### src/rtl/fifo_pkg.sv
// Shared constants and types for the single-clock FIFO.
// The pointer type carries one extra wrap bit above the memory address.
package fifo_pkg;

  localparam int DSIZE_DEF = 8;
  localparam int ASIZE_DEF = 4;

  function automatic int depth_of(input int asize);
    return 1 << asize;
  endfunction

  typedef logic [ASIZE_DEF:0] ptr_t;

endpackage

### src/rtl/fifo_mem.sv
// FIFO storage: DEPTH x DSIZE array with a clocked write port and an
// asynchronous read port, so the head word is visible without a read cycle.
module fifo_mem
  import fifo_pkg::*;
#(
  parameter int DSIZE = DSIZE_DEF,
  parameter int ASIZE = ASIZE_DEF
) (
  input  logic             wclk,
  input  logic             wen,
  input  logic [ASIZE-1:0] waddr,
  input  logic [DSIZE-1:0] wdata,
  input  logic [ASIZE-1:0] raddr,
  output logic [DSIZE-1:0] rdata
);

  localparam int DEPTH = depth_of(ASIZE);

  logic [DSIZE-1:0] mem_q [DEPTH];

  always_ff @(posedge wclk) begin
    if (wen) begin
      mem_q[waddr] <= wdata;
    end
  end

  assign rdata = mem_q[raddr];

endmodule

### src/rtl/async_fifo_1.sv
// Single-clock first-word-fall-through FIFO with full/empty flags.
// Flags and read data depend only on registered pointers and the array.
module async_fifo_1
  import fifo_pkg::*;
#(
  parameter int DSIZE = DSIZE_DEF,
  parameter int ASIZE = ASIZE_DEF
) (
  input  logic             wclk,
  input  logic             wrst,
  input  logic [DSIZE-1:0] wdata,
  input  logic             winc,
  input  logic             rinc,
  output logic [DSIZE-1:0] rdata,
  output logic             wfull,
  output logic             rempty
);

  logic [ASIZE:0]   wptr_q, wptr_d;
  logic [ASIZE:0]   rptr_q, rptr_d;
  logic             write_ok;
  logic             read_ok;
  logic             mem_wen;
  logic [DSIZE-1:0] mem_rdata;

  // Same address with opposite wrap bits means the writer is a full lap ahead.
  assign rempty = (wptr_q == rptr_q);
  assign wfull  = (wptr_q[ASIZE-1:0] == rptr_q[ASIZE-1:0]) &&
                  (wptr_q[ASIZE] != rptr_q[ASIZE]);

  assign write_ok = winc && !wfull;
  assign read_ok  = rinc && !rempty;
  assign mem_wen  = write_ok && !wrst;

  always_comb begin
    wptr_d = wptr_q;
    rptr_d = rptr_q;
    if (write_ok) begin
      wptr_d = wptr_q + {{ASIZE{1'b0}}, 1'b1};
    end
    if (read_ok) begin
      rptr_d = rptr_q + {{ASIZE{1'b0}}, 1'b1};
    end
  end

  always_ff @(posedge wclk) begin
    if (wrst) begin
      wptr_q <= '0;
      rptr_q <= '0;
    end else begin
      wptr_q <= wptr_d;
      rptr_q <= rptr_d;
    end
  end

  fifo_mem #(
    .DSIZE(DSIZE),
    .ASIZE(ASIZE)
  ) u_mem (
    .wclk  (wclk),
    .wen   (mem_wen),
    .waddr (wptr_q[ASIZE-1:0]),
    .wdata (wdata),
    .raddr (rptr_q[ASIZE-1:0]),
    .rdata (mem_rdata)
  );

  assign rdata = rempty ? '0 : mem_rdata;

endmodule

### config.mk
export PLATFORM = sky130hd
export DESIGN_NAME = async_fifo_1
export DESIGN_NICKNAME = d
export VERILOG_FILES = /design/src/rtl/fifo_pkg.sv /design/src/rtl/fifo_mem.sv /design/src/rtl/async_fifo_1.sv
export SDC_FILE = /design/constraint.sdc
export NUM_CORES = 1
export LEC_CHECK = 0
export ABC_AREA = 1
export CAP_MARGIN = 20
export CORE_MARGIN = 2
export CORE_UTILIZATION = 30
export DETAILED_ROUTE_END_ITERATION = 16
export PLACE_DENSITY = 0.43
export SLEW_MARGIN = 15
export SYNTH_ARGS = -nofsm -noshare
export SYNTH_HDL_FRONTEND = slang
export SYNTH_SLANG_ARGS = --single-unit
### constraint.sdc
create_clock -name wclk -period 3.4 [get_ports wclk]
set_clock_uncertainty 0.15 [all_clocks]
set_input_delay 0.68 -clock wclk [delete_from_list [all_inputs] [get_ports wclk]]
set_output_delay 0.68 -clock wclk [all_outputs]
set_load 0.005 [all_outputs]
Word level (Yosys, flattened, before mapping)

Memories as Yosys holds them, arrays and structs flattened. A register that Yosys moved wholly into a read port is not among the register bits.
Index checks and enable logic that the tools add are counted.

Memories: 1
Input bits: 12
Register bits: 10
Logic and storage cells: 20
Output and inout bits: 10
RAM bits: 128

Memories:

| name        | depth | width | rd ports | clocked after memory_dff | write ports | line           | text |
|---|---|---|---|---|---|---|---|
| u_mem.mem_q | 16    | 8     | 1        | 1                        | 1           | fifo_mem.sv:19 | `logic [DSIZE-1:0] mem_q [DEPTH];` |

Mux-type cells: 5
$add $sub $neg: 2
Eq/ne operators: 3
Reductions and logical operators: 7

Operator list:

| operator              | number |
|---|---|
| $add A5 B1 Y5 const B | 2 |
| $mux W4               | 2 |
| $mux W8               | 1 |
| $eq A5 B5 Y1          | 1 |
| $eq A4 B4 Y1          | 1 |
| $logic_and A1 B1 Y1   | 4 |
| $logic_not A1 Y1      | 3 |
| $mux W1               | 2 |
| $ne A1 B1 Y1          | 1 |

Longest topological paths before layout

Depth after elaboration: 7
Mapped depth: 10
Gate-level depth less buffers: 9

By module

From an unflattened synthesis, not the netlist that was laid out.

Cells, all modules: 658
Area total of the unflattened synthesis: 6307.3 sq um

Modules (own cells, without submodules):

| module       | cells an instance | times used | area an instance (sq um) |
|---|---|---|---|
| fifo_mem     | 543               | 1          | 5606.6 |
| async_fifo_1 | 115               | 1          | 700.7 |

Worst setup path after synthesis

OpenSTA, ideal clock, no wires.

Path type: flip-flop to output port
From: reg wptr_q[0]
To: out rdata[0]
Arrival time: 1127 ps
Buffers on the path: 1
Path slack: 1443 ps
Cell stages (with the launch flop): 9
Required time: 2570 ps
Cell sequence: dfxtp_1 > inv_2 > nand2_1 > nand2_1 > nor2_4 > nand3_4 > buf_6 > nand2_1 > nor2_1

Longest elaborated chain between the ends: 2

RTL lines:

| element                | line               | text |
|---|---|---|
| from (decl)            | async_fifo_1.sv:19 | `logic [ASIZE:0] wptr_q, wptr_d;` |
| from (signal assigned) | async_fifo_1.sv:51 | `wptr_q <= wptr_d;` |
| $eq A5 B5 Y1           | async_fifo_1.sv:27 | `assign rempty = (wptr_q == rptr_q);` |
| $mux W8                | async_fifo_1.sv:68 | `assign rdata = rempty ? '0 : mem_rdata;` |
| to (decl)              | async_fifo_1.sv:14 | `output logic [DSIZE-1:0] rdata,` |

Every way passes these cells.

==> results.ini <==
[clock_tree]
cts_buffers=17
cts_tree=done
cts.sinks=142
root_buffer=clkbuf_16
htreeDepth=4
clkSlewWorstSetupHoldPaths_ps=60
cts_max_path_buffers=2
clock_latency_ps=420

[timing]
rsz0062_at_grt=yes
max_freq_ghz=0.306
fin_tns_setup_ps=0
post-route-period-util_pct=96.1
timing.slew.headroom_pct=49.6
hold_viol=0
finalSetupViolCount=0
slew_violations=0
post-route-min-period_ps=3270
worst-slew-pin-transition_ps=755

[critical_path]
worst-r2r-cell-count=7
cp_max_fo=24
reg2reg_slack_ps=1380
crit_arrival_ps=2440
r2r-start=wptr_q[2]
cp-end-kind=output pin
path_class=register to output pin
endpoint=rdata[1]
critPathLaunchType=register
regToRegEndpoint=u_mem.mem_q[1][2]
crit_required_ps=2570

[power_and_ir_drop]
powerDensity_nw_per_um2=585
ir_drop_v=0.000336
p_leak_uw=0.00311

[finish]
antenna_cells=0
most-common-layout-cells=nand2_1, edfxtp_1, inv_1, nand3_1, nor2_1
multi_input_area_um2=1780
areaGrowthSynthToFinish_pct=19.9
regArea_um2=4130
fillers=2088
final_common_cell=nand2_1
final_util_pct=36.4
nets=701
drive_gt1_share_pct=10.8

[floorplanning]
die_x_um=149
core_area_um2=20900
pin_count=22
die_h_um=149
rows=53
start_util_pct=30.3
die-area_um2=22300

[synth]
avgSynthCellArea_um2=9.76
ys_seq_elements=142
synth_nets=666
synth_top_area_share_pct=60.7
synth-seq-area-share_pct=65.1
synth_area_leader_cell=edfxtp_1
syn_area_um2=6340
synthDistinctLibCells=24
ys_warn_count=0
syn_inst=649
synth_area_leaders=edfxtp_1, nand2_1, nand3_1

[detailed_routing]
postRouteAntennaNets=0
drc_errors=0
wirelength_um=16100
wl_per_cell_um=16.6
drt-initial-drc-count=261
via_count=4302
dr.pass1.iters=5
viasPerCell=4.43

[global_routing]
top_usage_layer=met2
grt_pass1_vias=4232
grt_pass1_wl_um=24600
antenna_found_initial=0
grt_max_degree=67
use_met3_pct=3.61
grt_overflow=0
use_met2_pct=24.1
globalRouteMet1Util_pct=20.4
grt_usage_pct=15.1

[flow_run]
cap_violations=0

[place]
gp_congestion=0.748
dp_hpwl_um=9480
io_buffers=21

[run_status]
status=finished clean

[worst_hold_path]
hold_class=register to register

## how the worst min path moves through the flow
stage          startpoint   endpoint  slack (ps)  cells past startpoint
2_1_floorplan   rptr_q[1]   register         360                      2
3_3_place_gp    rptr_q[4]  rptr_q[4]         380                      2
3_5_place_dp    rptr_q[4]  rptr_q[4]         390                      2
4_1_cts         rptr_q[4]  rptr_q[4]         390                      2
5_1_grt         rptr_q[4]  rptr_q[4]         420                      2
6_report        rptr_q[4]  rptr_q[4]         390                      2
## flip-flops by register name (all words and copies together) (netlist names), named ones only
| register | flops |
|---|---|
| wptr_q | 5 |
| u_mem.mem_q | 128 |
| rptr_q | 5 |
## critical path, stage by stage, from the launching register on
cell             delay, ps
dfxtp_2                450
inv_4                  150
clkbuf_16              240
nand2_1                 70
nand3_1                 70
nand3_1                100
a21oi_1                 90
nor2_1                 300
clkdlybuf4s50_1        560
## layout make-up
type	count	area share, %
sequential	142	54.3
tap	275	4.53
timing repair buffer	45	6.19
clock buffer	17	5.60
multi-input combinational	406	23.4
clock inverter	15	2.44
inverter	72	3.59
## what timing repair did
action                                  CTS  global route
endpoints found under the hold margin     0             0
gates resized for setup                   0             4
endpoints found under the setup margin    0             6
hold buffers                              0             0
buffers inserted                          0             0
## synthesized netlist by cell type, drive strengths merged
cell	n
nand2	245
edfxtp	128
inv	72
nand3	70
nor2	59
buf	23
a21oi	18
dfxtp	14
clkbuf	6
o21ai	6
ha	5
o211ai	2
xnor2	1
## logic make-up (layout without fill, tap and decap cells)
| kind of cell | count (synthesis) | in the layout | share of synthesized area, % |
|---|---|---|---|
| adder cells (fa/ha/maj) | 5 | 5 | 0.987 |
| buffers and inverters | 101 | 149 | 6.91 |
| AND/OR/NAND/NOR | 374 | 374 | 24.6 |
| AO/OA/AOI/OAI | 26 | 26 | 2.19 |
| XOR/XNOR | 1 | 1 | 0.257 |
| flip-flops | 142 | 142 | 65.1 |
## power by group
group,switching [uW],total [uW],internal (uW)
Combinational,376,593,217
Sequential,18.4,1940,1920
Clock,749,1920,1170
## layer usage
| metal | wire (um) | part of all wire (%) |
|---|---|---|
| met5 | 0 | 0 |
| met4 | 106 | 0.66 |
| met3 | 558 | 3.5 |
| met2 | 7660 | 47 |
| met1 | 7810 | 48 |
## metrics by stage
step	cell area, um^2	total power [uW]	worst slack [ps]	hold WS (ps)	instances
after CTS	7540	4460	43.6	394	970
after floorplan	6340	2320	1440	365	649
after detailed placement	6930	2540	497	386	938
final	7600	4450	133	389	972
after global routing	7600	4640	-11.6	416	972
after global placement	6930	2540	538	384	938
Power figures use the tool's default switching activity.
